--- src/rtl/mcu_pkg.sv ---
// Shared definitions for the microcontroller control sequencer.
package mcu_pkg;

  typedef enum logic [2:0] {
    IDLE,
    FETCH,
    DECODE,
    EXEC,
    RETIRE,
    HALT,
    ERR
  } state_e;

  localparam int unsigned OP_W = 6;

  localparam logic [OP_W-1:0] OP_NOP   = 6'd0;
  localparam logic [OP_W-1:0] OP_LOAD  = 6'd1;
  localparam logic [OP_W-1:0] OP_STORE = 6'd2;
  localparam logic [OP_W-1:0] OP_MOVE  = 6'd3;
  localparam logic [OP_W-1:0] OP_ADD   = 6'd4;
  localparam logic [OP_W-1:0] OP_HALT  = 6'd63;

  localparam logic [1:0] ERR_NONE    = 2'b00;
  localparam logic [1:0] ERR_ILLEGAL = 2'b01;
  localparam logic [1:0] ERR_TIMEOUT = 2'b10;

  // Instruction word layout: [17:12] opcode, [11:6] operand 1, [5:0] operand 2.
  localparam int unsigned IR_W       = 18;
  localparam int unsigned IR_FIELD_W = 6;
  localparam int unsigned IR_OP_LSB  = 12;
  localparam int unsigned IR_P1_LSB  = 6;
  localparam int unsigned IR_P2_LSB  = 0;

  // Bit positions inside the one-hot execution-unit select.
  localparam int unsigned SEL_W   = 4;
  localparam int unsigned SEL_LD  = 0;
  localparam int unsigned SEL_ST  = 1;
  localparam int unsigned SEL_MOV = 2;
  localparam int unsigned SEL_ADD = 3;

endpackage

--- src/rtl/instr_decode.sv ---
// Combinational opcode decoder: one-hot execution-unit select plus class flags.
module instr_decode
  import mcu_pkg::*;
(
  input  logic [OP_W-1:0]  opcode,
  output logic [SEL_W-1:0] sel,
  output logic             is_nop,
  output logic             is_halt,
  output logic             is_illegal
);

  // Map each opcode to exactly one class; anything unlisted is illegal.
  always_comb begin
    sel        = '0;
    is_nop     = 1'b0;
    is_halt    = 1'b0;
    is_illegal = 1'b0;
    case (opcode)
      OP_NOP:   is_nop = 1'b1;
      OP_LOAD:  sel[SEL_LD] = 1'b1;
      OP_STORE: sel[SEL_ST] = 1'b1;
      OP_MOVE:  sel[SEL_MOV] = 1'b1;
      OP_ADD:   sel[SEL_ADD] = 1'b1;
      OP_HALT:  is_halt = 1'b1;
      default:  is_illegal = 1'b1;
    endcase
  end

endmodule

--- src/rtl/instr_sequencer.sv ---
// Top-level control sequencer: fetch, decode, dispatch one execution FSM, retire.
module instr_sequencer
  import mcu_pkg::*;
#(
  parameter int unsigned TIMEOUT_CYC = 32,
  parameter int unsigned CNT_W       = 8
) (
  input  logic                  clk,
  input  logic                  rst,
  input  logic                  run,
  output logic                  fetch_start,
  input  logic                  fetch_done,
  input  logic [IR_W-1:0]       ir,
  output logic [IR_FIELD_W-1:0] parameter1,
  output logic [IR_FIELD_W-1:0] parameter2,
  output logic                  ld_start,
  output logic                  st_start,
  output logic                  mov_start,
  output logic                  add_start,
  input  logic                  ld_done,
  input  logic                  st_done,
  input  logic                  mov_done,
  input  logic                  add_done,
  output logic                  sub_clr,
  output logic                  busy,
  output logic                  halted,
  output logic                  err,
  output logic [1:0]            err_code,
  output logic [CNT_W-1:0]      instr_count
);

  localparam int unsigned TmoW = (TIMEOUT_CYC > 1) ? $clog2(TIMEOUT_CYC) : 1;
  localparam logic [TmoW-1:0] TmoLast = TmoW'(TIMEOUT_CYC - 1);

  state_e          state_q;
  logic [OP_W-1:0] opcode_q;
  logic [SEL_W-1:0] sel_q;
  logic [TmoW-1:0] tmo_q;
  logic [1:0]      err_code_q;

  logic [SEL_W-1:0] dec_sel;
  logic             dec_nop;
  logic             dec_halt;
  logic             dec_illegal;
  logic [SEL_W-1:0] done_vec;

  assign done_vec = {add_done, mov_done, st_done, ld_done};

  instr_decode u_decode (
    .opcode     (opcode_q),
    .sel        (dec_sel),
    .is_nop     (dec_nop),
    .is_halt    (dec_halt),
    .is_illegal (dec_illegal)
  );

  // Sequencer FSM with its operand, select, timeout and retire-count registers.
  always_ff @(posedge clk or posedge rst) begin
    if (rst) begin
      state_q     <= IDLE;
      opcode_q    <= '0;
      parameter1  <= '0;
      parameter2  <= '0;
      sel_q       <= '0;
      tmo_q       <= '0;
      err_code_q  <= ERR_NONE;
      instr_count <= '0;
    end else begin
      case (state_q)
        IDLE: begin
          if (run) state_q <= FETCH;
        end
        FETCH: begin
          if (fetch_done) begin
            opcode_q   <= ir[IR_OP_LSB +: IR_FIELD_W];
            parameter1 <= ir[IR_P1_LSB +: IR_FIELD_W];
            parameter2 <= ir[IR_P2_LSB +: IR_FIELD_W];
            state_q    <= DECODE;
          end
        end
        DECODE: begin
          if (dec_illegal) begin
            err_code_q <= ERR_ILLEGAL;
            state_q    <= ERR;
          end else if (dec_halt) begin
            // HALT counts as retired even though it never passes RETIRE.
            instr_count <= instr_count + 1'b1;
            state_q     <= HALT;
          end else if (dec_nop) begin
            state_q <= RETIRE;
          end else begin
            sel_q   <= dec_sel;
            tmo_q   <= '0;
            state_q <= EXEC;
          end
        end
        EXEC: begin
          // The selected done beats a timeout landing in the same cycle.
          if ((sel_q & done_vec) != '0) begin
            state_q <= RETIRE;
          end else if (tmo_q == TmoLast) begin
            err_code_q <= ERR_TIMEOUT;
            state_q    <= ERR;
          end else begin
            tmo_q <= tmo_q + 1'b1;
          end
        end
        RETIRE: begin
          instr_count <= instr_count + 1'b1;
          state_q     <= run ? FETCH : IDLE;
        end
        HALT, ERR: begin
          state_q <= state_q;
        end
        default: state_q <= IDLE;
      endcase
    end
  end

  // Moore outputs decoded from registered state and select only.
  always_comb begin
    fetch_start = (state_q == FETCH);
    ld_start    = (state_q == EXEC) && sel_q[SEL_LD];
    st_start    = (state_q == EXEC) && sel_q[SEL_ST];
    mov_start   = (state_q == EXEC) && sel_q[SEL_MOV];
    add_start   = (state_q == EXEC) && sel_q[SEL_ADD];
    sub_clr     = (state_q == RETIRE);
    busy        = !((state_q == IDLE) || (state_q == HALT) || (state_q == ERR));
    halted      = (state_q == HALT);
    err         = (state_q == ERR);
    err_code    = err_code_q;
  end

endmodule

--- config.mk ---
export PLATFORM = sky130hd
export DESIGN_NAME = instr_sequencer
export DESIGN_NICKNAME = d
export VERILOG_FILES = /design/src/rtl/mcu_pkg.sv /design/src/rtl/instr_decode.sv /design/src/rtl/instr_sequencer.sv
export SDC_FILE = /design/constraint.sdc
export NUM_CORES = 1
export LEC_CHECK = 0
export ABC_CLOCK_PERIOD_IN_PS = 3800
export CAP_MARGIN = 20
export CORE_AREA = 4 4 68 70
export CTS_BUF_LIST = sky130_fd_sc_hd__clkbuf_4
export CTS_CLUSTER_SIZE = 16
export DETAILED_ROUTE_END_ITERATION = 12
export DIE_AREA = 0 0 72 74
export HOLD_SLACK_MARGIN = 0.12
export PLACE_DENSITY = 0.91
export SLEW_MARGIN = 20
export SYNTH_ARGS = -nofsm -noshare
export SYNTH_HDL_FRONTEND = slang
export SYNTH_SLANG_ARGS = --single-unit
export TNS_END_PERCENT = 10
--- constraint.sdc ---
create_clock -name clk -period 3.8 [get_ports clk]
set_input_delay 0.76 -clock clk [delete_from_list [all_inputs] [get_ports clk]]
set_output_delay 0.76 -clock clk [all_outputs]
set_load 0.01 [all_outputs]
==> flow_summary.ini, run 1 <==
[placed_design]
place_ws_ns = 1.341
gp_congestion = 0.7988
portBuffers = 56
hpwl_um = 3012

[timing]
finalSetupViolations = 0
worst_pin_slew_ns = 0.7721
fmax_mhz = 352.6
skew_ns = 0.01157
maxSlewViolCount = 0
hold_violations = 0
period_needed_ns = 2.836
rsz0062_at_grt = no
timing.final.ws_setup_ns = 0.9639
post-route-period-util_pct = 74.63
finalSetupTns_ns = 0
slew_headroom_pct = 48.53

[grt]
grt.busiest_layer = met2
grt_pass1_wl_um = 7038
grt_start_max_net_pins = 22
grt_pass1_vias = 1544
overflow = 0
grtUsageMet2_pct = 27.35
grt_use_met1_pct = 20.91
met3_usage_pct = 5.676
antenna_found_initial = 0
grt_usage_pct = 16.70

[final_layout]
layout.nets = 252
mostFrequentLayoutCells = 56 x clkdlybuf4s50_1, 40 x dfrtp_1, 19 x mux2_2, 9 x nor2_1, 8 x a21oi_1
syn_to_final_growth_pct = 32.80
num-fill-cells = 325
final_common_cell = clkdlybuf4s50_1
drive_gt1_share_pct = 17.41
diodes = 0

[floorplan]
die_w_um = 72
core_um2 = 3971
chipHeight_um = 74
die_area_um2 = 5328
start_util_pct = 49.46
pin_count = 57
rows = 23

[clock_tree]
clockRootBuffer = clkbuf_4
cts_setup_buffers = 0
htreeDepth = 2
post_cts_resize_count = 0
clkTransAtPathRegs_ns = 0.11
cts_tree = yes
numCtsBuffers = 5
worstSkewPairLatency_ns = 0.34
holdBufCountCts = 0
clockBufferDepth = 2
cts_sinks = 40

[setup_path]
crit_chain = and3b_1, and2_1, clkdlybuf4s50_1
critPathMaxStageDelay_ns = 0.66
crit_arrival_ns = 2.08
cp.required_ns = 3.04
crit_path_end_kind = output port
crit_fanout = 16
critPathLaunchType = flip-flop
worstSetupPathType = flip-flop to output port
slowest_stage = dfrtp_1

[logic_synthesis]
ys_types = 47
avgSynthCellArea_um2 = 11.76
synth_edf_count = 0
async_flop_share_pct = 100.0
synth_nets = 196
ys_ff_latch = 40
seq_area_frac_synth_pct = 50.96
synthCells = 167
ys.warnings.count = 0
yosys_most_used_dff = dfrtp_1
netlist_area_um2 = 1964

[drt]
drt_iter0_drc = 43
postRouteAntennaNets = 0
wirelength_um = 3995
firstDrtPassIters = 4
avgViaCountPerCell = 5.427
drc = 0
vias = 1487
wire_per_inst_um = 14.58

[min_path]
hold_path_class = flip-flop to flip-flop

[power]
irDropWorstVdd_mv = 0.5476
powerDensity_nw_per_um2 = 674.6
leakage_nw = 1.082

[outcome]
status = complete, no violations

[job]
maxCapViolCount = 0
-- final timing paths --
kind	slack [ns]	cells after the start	end	startpoint
max	0.96	3	ld_start	state_q[0]$_DFFE_PP0P_
min reg2reg	0.49	1	instr_count[7]$_DFFE_PP0P_	instr_count[7]$_DFFE_PP0P_
min	0.49	1	instr_count[7]$_DFFE_PP0P_	instr_count[7]$_DFFE_PP0P_
max reg2reg	1.47	3	parameter1[4]$_DFFE_PP0P_	state_q[0]$_DFFE_PP0P_
max in group asynchronous	2.21	3	opcode_q[0]$_DFFE_PP0P_	rst
min in group asynchronous	0.84	2	state_q[2]$_DFFE_PP0P_	rst
-- critical path: cells and delay by family (launching register included) --
family,cells,cell delay (ns)
flops,1,0.66
simple gates,2,0.55
buf+inv,1,0.53
-- power by group --
group	leakage, nW	switching, mW	internal [mW]
sequential	0.496	0.173	0.586
combinational	0.552	0.322	0.466
clock	0.0338	0.127	0.0855
total	1.08	0.622	1.14
-- synthesized netlist by cell type, types with 2 or more instances --
cell       n  area, µm²
clkbuf_1   2      7.510
nand3_1    3      15.01
and2b_2    2      17.52
nand2b_1   2      12.51
a22oi_1    2      15.01
dfrtp_1   40       1001
mux2_4     3      45.04
nand2_1    7      26.28
clkbuf_2   2      10.01
nor3_1     4      20.02
nor3b_1    3      22.52
nor2_1     9      33.78
and2_1     6      37.54
a22o_1     2      17.52
a21oi_1    8      40.04
mux2_2    19      214.0
a311oi_1   2      17.52
a31oi_1    3      18.77
inv_1      2      7.510
nand4_1    4      25.02
xnor2_1    6      52.55
and3_1     4      25.02
or2_2      2      12.51
buf_4      2      15.01
buf_2      2      10.01
nor2b_1    2      12.51
ha_1       3      37.54
o22ai_1    2      12.51
-- cell type report --
class | instances | area (µm²) | area share, %
flip-flops and latches | 40 | 1001 | 38.37
multi-input cells | 117 | 913.4 | 35.01
repair buffers | 57 | 568.0 | 21.77
well taps | 50 | 62.56 | 2.398
clock buffers | 7 | 52.55 | 2.014
inverters | 2 | 7.507 | 0.2878
clock inverters | 1 | 3.754 | 0.1439
-- layer usage --
layer	up-vias	routed length [µm]
met4	0	48
met1	709	1699
met2	47	1943
met5	-	0
li1	725	-
met3	6	304
-- cell families after synthesis --
group	synth area share, %
xor gates and xnor gates	3.121
AOI/OAI and AO/OA	9.873
and+or+nand+nor	17.90
muxes	13.69
DFF	50.96
buffers and inverters	2.548
adders and majority gates	1.911
-- state kept, by name, summed over array words and instances, names as in the netlist --
signal / count
instr_count: 8
opcode_q: 6
parameter1: 6
parameter2: 6
tmo_q: 5
sel_q: 4
state_q: 3
err_code: 2
-- through the flow --
stage               utilization [%]  std cells  area [µm²]  total power [mW]  hold slack (ns)
global placement              64.27        266        2552             1.533           0.4622
floorplan                         -        167        1964             1.213           0.4446
global route                  65.69        274        2609             1.898           0.5244
CTS                           65.69        274        2609             1.776           0.5031
finish                        65.69        274        2609             1.760           0.4925
detailed placement            64.27        266        2552             1.560           0.4787
No activity file was read; power rests on OpenSTA's default activity.
==> inputs of run 2 (changes only) <==
--- a/config.mk
+++ b/config.mk
@@ -5,15 +5,15 @@
 export SDC_FILE = /design/constraint.sdc
 export NUM_CORES = 1
 export LEC_CHECK = 0
-export ABC_CLOCK_PERIOD_IN_PS = 3800
+export ABC_CLOCK_PERIOD_IN_PS = 2400
 export CAP_MARGIN = 20
-export CORE_AREA = 4 4 68 70
+export CORE_AREA = 4 4 72 74
 export CTS_BUF_LIST = sky130_fd_sc_hd__clkbuf_4
 export CTS_CLUSTER_SIZE = 16
 export DETAILED_ROUTE_END_ITERATION = 12
-export DIE_AREA = 0 0 72 74
+export DIE_AREA = 0 0 76 78
 export HOLD_SLACK_MARGIN = 0.12
-export PLACE_DENSITY = 0.91
+export PLACE_DENSITY = 0.86
 export SLEW_MARGIN = 20
 export SYNTH_ARGS = -nofsm -noshare
 export SYNTH_HDL_FRONTEND = slang
==> constraint.sdc (replaced) <==
create_clock -name clk -period 2.4 [get_ports clk]
set_input_delay 0.48 -clock clk [delete_from_list [all_inputs] [get_ports clk]]
set_output_delay 0.48 -clock clk [all_outputs]
set_load 0.01 [all_outputs]
==> flow_summary.ini, run 2 (synthesis results as in run 1) <==
[min_path]
whs_path_depth = 1
hold_path_class = flip-flop to flip-flop

[power]
pwr-share-comb_pct = 45.8
irDropWorstVdd_mv = 0.7766
powerDensity_nw_per_um2 = 1067
clkPwrFrac_pct = 12.0
internal_power_mw = 1.795
leakage_nw = 1.086
swShare_pct = 36.16
switchingPower_mw = 1.017
p_seq_share_pct = 42.2

[setup_path]
crit_end = fetch_start
slowest_stage = clkdlybuf4s50_1
crit_start = state_q[1]$_DFFE_PP0P_
crit_chain = nor3b_1, clkdlybuf4s50_1
critPathMaxStageDelay_ns = 0.61
crit_path_end_kind = output port
crit_arrival_ns = 1.84
regToRegSetupSlack_ns = 0.37
path_depth = 2
critPathLaunchType = flip-flop
r2r.worst_path.cells = 4
path_buf_inv = 1
crit_fanout = 12
r2r_start = opcode_q[5]$_DFFE_PP0P_
cp.required_ns = 1.92
regToRegEndpoint = sel_q[1]$_DFFE_PP0P_
path_delay_family = buffers and inverters
worstSetupPathType = flip-flop to output port

[final_layout]
num-fill-cells = 384
drive_gt1_share_pct = 19.91
multiInputGateArea_um2 = 914.6
layout.nets = 254
final_common_cell = clkdlybuf4s50_1
utilization_pct = 57.33
regArea_um2 = 1005
top_register = instr_count
largest_register_ffs = 8
final_cells = 280
syn_to_final_growth_pct = 34.20
mostFrequentLayoutCells = 55 x clkdlybuf4s50_1, 37 x dfrtp_1, 19 x mux2_2, 9 x nor2_1, 8 x a21oi_1
diodes = 0

[floorplan]
core_um2 = 4598
die_w_um = 76
die_area_um2 = 5928
start_util_pct = 42.72
rows = 25
pin_count = 57
chipHeight_um = 78

[placed_design]
portBuffers = 56
dp_cells = 272
hpwl_um = 3019
place_ws_ns = 0.3561
gp_congestion = 0.7560

[timing]
skew_ns = 0.009348
holdWs_ns = 0.5010
finalSetupViolations = 0
maxSlewViolCount = 0
post-route-period-util_pct = 96.75
fmax_mhz = 430.7
rsz0062_at_grt = yes
timing.final.ws_setup_ns = 0.07794
hold_violations = 0
period_needed_ns = 2.322
worst_pin_slew_ns = 0.5044
slew_headroom_pct = 66.38

[clock_tree]
clockBufferDepth = 2
cts_sinks = 40
clkTransAtPathRegs_ns = 0.12
worstSkewPairLatency_ns = 0.35
htreeDepth = 2
clockRootBuffer = clkbuf_4
cts_tree = yes
holdBufCountCts = 0
numCtsBuffers = 5

[grt]
grt_start_max_net_pins = 41
grt_pass1_wl_um = 6989
overflow = 0
antenna_found_initial = 0
grt_pass1_vias = 1482
grt_usage_pct = 14.44

[drt]
wl_met2_um = 1994
firstDrtPassIters = 4
avgViaCountPerCell = 5.336
topRoutingLayerUsed = met4
drt_iter0_drc = 80
vias = 1494
drc = 0
postRouteAntennaNets = 0
wirelength_um = 4116
wl_met3_um = 253
wire_per_inst_um = 14.70
drt-met1-wl_um = 1810

[job]
maxCapViolCount = 0

[outcome]
status = complete, no violations
run 2: how the worst min path moves through the flow:
stage,startpoint,to,slack (ns)
after floorplan,tmo_q[3]$_DFFE_PP0P_,tmo_q[3]$_DFFE_PP0P_,0.44
after global placement,instr_count[7]$_DFFE_PP0P_,instr_count[7]$_DFFE_PP0P_,0.46
after detailed placement,err_code[0]$_DFFE_PP0P_,err_code[0]$_DFFE_PP0P_,0.47
after CTS,tmo_q[3]$_DFFE_PP0P_,tmo_q[3]$_DFFE_PP0P_,0.51
after global routing,instr_count[6]$_DFFE_PP0P_,instr_count[6]$_DFFE_PP0P_,0.52
final,tmo_q[3]$_DFFE_PP0P_,tmo_q[3]$_DFFE_PP0P_,0.50
run 2: metrics by stage:
| stage | TNS (ns) | instance area [µm²] | power, mW |
|---|---|---|---|
| 6_report | 0 | 2636 | 2.812 |
| 5_1_grt | -0.01786 | 2636 | 3.019 |
| 3_5_place_dp | 0 | 2572 | 2.496 |
| 3_3_place_gp | 0 | 2572 | 2.457 |
| 4_1_cts | 0 | 2631 | 2.845 |
| 2_1_floorplan | 0 | 1964 | 1.920 |
run 2: worst register-to-register path, stage by stage, from the launching register on:
cell and delay (ns):
dfrtp_1 0.42, or3_2 0.54, o22ai_1 0.35, and4_4 0.33
mux2_4 0.30
run 2: area by class of cell:
| class | count | area share [%] |
|---|---|---|
| well taps | 54 | 2.563 |
| clock inverters | 3 | 0.7119 |
| flip-flops and latches | 40 | 38.11 |
| repair buffers | 59 | 22.21 |
| inverters | 2 | 0.2848 |
| clock buffers | 5 | 1.424 |
| multi-input cells | 117 | 34.69 |
run 2: routing by layer:
layer | GRT usage [%] | up-vias
met5 | 0 | -
met4 | 4.804 | 0
met3 | 5.336 | 7
met2 | 24.23 | 33
met1 | 16.99 | 728
li1 | - | 726
run 2: power groups by stage:
stage	Clock, mW	Sequential, mW	Combinational [mW]
finish	0.337	1.19	1.29
global route	0.381	1.23	1.40
CTS	0.354	1.18	1.31
detailed placement	0	1.20	1.30
global placement	0	1.18	1.28
floorplan	0	1.20	0.724
run 2: what timing repair did:
item	in CTS	in global routing
buffers inserted	0	0
pin swaps	0	0
hold endpoints to repair	0	0
setup endpoints to repair	4	6
resized for setup	2	3
==> inputs of run 3 (changes only) <==
--- a/config.mk
+++ b/config.mk
@@ -5,13 +5,14 @@
 export SDC_FILE = /design/constraint.sdc
 export NUM_CORES = 1
 export LEC_CHECK = 0
+export ABC_AREA = 1
 export ABC_CLOCK_PERIOD_IN_PS = 2400
 export CAP_MARGIN = 20
-export CORE_AREA = 4 4 72 74
+export CORE_AREA = 4 4 73 75
 export CTS_BUF_LIST = sky130_fd_sc_hd__clkbuf_4
 export CTS_CLUSTER_SIZE = 16
 export DETAILED_ROUTE_END_ITERATION = 12
-export DIE_AREA = 0 0 76 78
+export DIE_AREA = 0 0 77 79
 export HOLD_SLACK_MARGIN = 0.12
 export PLACE_DENSITY = 0.86
 export SLEW_MARGIN = 20
==> flow_summary.ini, run 3 <==
[setup_path]
cp.required_ns = 1.92
crit_fanout = 6
crit_path_end_kind = output port
worstSetupPathType = flip-flop to output port
crit_arrival_ns = 1.79
critPathLaunchType = flip-flop

[final_layout]
diodes = 0
top_register = instr_count
syn_to_final_growth_pct = 34.12
layout.nets = 322
drive_gt1_share_pct = 15.99
mostFrequentLayoutCells = 61 x nand2_1, 56 x clkdlybuf4s50_1, 39 x dfrtp_1, 28 x nor2_1, 20 x inv_1
final_common_cell = nand2_1
largest_register_ffs = 8

[floorplan]
rows = 25
core_um2 = 4661
die_area_um2 = 6083
die_w_um = 77
pin_count = 57
start_util_pct = 44.30
chipHeight_um = 79

[logic_synthesis]
synth_xor_area_share_pct = 2.545
synth_area_leaders = dfrtp_1 48%, nand2_1 11%, mux2_4 5.8%
seq_area_frac_synth_pct = 48.48
synth_top_family_by_area = simple AND/OR/NAND/NOR gates
ys_ff_latch = 40
ys_types = 31
synth_fa_ha_area_share_pct = 1.818
synth_nets = 257
netlist_area_um2 = 2064
ys.warnings.count = 0
synth-compound-area-share_pct = 4.848
synth_mux_area_share_pct = 10.73
synth_edf_count = 0
netlist.area_leader.share_pct = 48.48
synth-simple-area-share_pct = 26.00
avgSynthCellArea_um2 = 9.055
synth_most_common_cell = nand2_1
async_flop_share_pct = 100.0
yosys_most_used_dff = dfrtp_1
synth_common_cells = 61 x nand2_1, 40 x dfrtp_1, 28 x nor2_1
synthCells = 228
yosysTopAreaCell = dfrtp_1

[drt]
avgViaCountPerCell = 4.986
drt_iter0_drc = 74
vias = 1735
postRouteAntennaNets = 0
drc = 0
wirelength_um = 4335
firstDrtPassIters = 4
wire_per_inst_um = 12.46

[timing]
worst_pin_slew_ns = 0.4872
skew_ns = 0.008192
post-route-period-util_pct = 94.79
fmax_mhz = 439.6
period_needed_ns = 2.275
holdWs_ns = 0.4818
hold_violations = 0
maxSlewViolCount = 0
rsz0062_at_grt = yes
finalSetupViolations = 0
slew_headroom_pct = 67.52
timing.final.ws_setup_ns = 0.1250

[power]
p_seq_share_pct = 38.3
switchingPower_mw = 1.140
powerDensity_nw_per_um2 = 1070
swShare_pct = 38.46
clkPwrFrac_pct = 11.2
internal_power_mw = 1.824
leakage_nw = 1.288
irDropWorstVdd_mv = 0.6504
pwr-share-comb_pct = 50.5

[clock_tree]
clockRootBuffer = clkbuf_4
htreeDepth = 2
worstSkewPairLatency_ns = 0.34
clkTransAtPathRegs_ns = 0.11
cts_tree = yes
cts_sinks = 40
numCtsBuffers = 5
clockBufferDepth = 2

[placed_design]
portBuffers = 56
place_ws_ns = 0.4173
gp_congestion = 0.8207
hpwl_um = 3327

[min_path]
hold_path_class = flip-flop to flip-flop

[grt]
antenna_found_initial = 0
grt_pass1_wl_um = 7272
grt_pass1_vias = 1651
overflow = 0
grt_start_max_net_pins = 41
grt_usage_pct = 15.01

[job]
maxCapViolCount = 0

[outcome]
status = complete, no violations
[run 3: worst max-delay path, stage by stage (launching register included)]
cell and delay, ns:
dfrtp_2 0.45, inv_2 0.07, nand2_1 0.12, nor2_1 0.08, nor3_1 0.19, clkdlybuf4s50_1 0.56
[run 3: path summary, 6_finish.rpt]
path | start | endpoint | slack, ns | depth (start not counted)
min | instr_count[7]$_DFFE_PP0P_ | instr_count[7]$_DFFE_PP0P_ | 0.48 | 1
max in group asynchronous | rst | state_q[1]$_DFFE_PP0P_ | 1.48 | 3
min in group asynchronous | rst | parameter2[3]$_DFFE_PP0P_ | 0.56 | 3
max reg2reg | tmo_q[0]$_DFFE_PP0P_ | tmo_q[4]$_DFFE_PP0P_ | 0.70 | 10
max | state_q[1]$_DFFE_PP0P_ | busy | 0.13 | 5
min reg2reg | instr_count[7]$_DFFE_PP0P_ | instr_count[7]$_DFFE_PP0P_ | 0.48 | 1
[run 3: through the flow]
stage / TNS [ns] / instances / total power, mW / utilization (%) / cell area [µm²]
6_report: 0 / 348 / 2.964 / 59.41 / 2769
5_1_grt: -0.01245 / 348 / 3.200 / 59.41 / 2769
4_1_cts: 0 / 346 / 2.963 / 58.95 / 2748
3_5_place_dp: 0 / 338 / 2.619 / 57.75 / 2691
3_3_place_gp: 0 / 338 / 2.573 / 57.75 / 2691
2_1_floorplan: 0 / 228 / 2.012 / - / 2064
[run 3: final cells by class]
cell class,instances,area (µm²)
Sequential cell,40,1002
Tap cell,54,67.56
Timing Repair Buffer,60,590.6
Inverter,26,98.84
Multi-Input combinational cell,160,953.4
Clock inverter,2,11.26
Clock buffer,6,45.04
Fill cell,404,1892
[run 3: metal layers]
metal	part of all wire [%]	global-route usage, %
met4	1.1	4.270
met2	47	25.17
met5	0	0
met3	9.0	6.122
met1	42	17.84
[run 3: power groups by stage]
stage / Combinational [mW] / Sequential, mW / Clock [mW]
2_1_floorplan: 0.824 / 1.19 / 0
3_3_place_gp: 1.44 / 1.14 / 0
3_5_place_dp: 1.47 / 1.15 / 0
4_1_cts: 1.47 / 1.14 / 0.349
5_1_grt: 1.65 / 1.17 / 0.381
6_report: 1.50 / 1.13 / 0.331
[run 3: what timing repair did]
item                       CTS  global route
setup endpoints to repair    0             5
gates resized for setup      0             2
buffers inserted             0             2
hold buffers                 0             0
[run 3: cells by family after synthesis]
kind of cell,Yosys count
buffers and inverters,28
and+or+nand+nor,119
adders and majority gates,3
muxes,17
DFF,40
AOI/OAI and AO/OA,15
xor gates and xnor gates,6
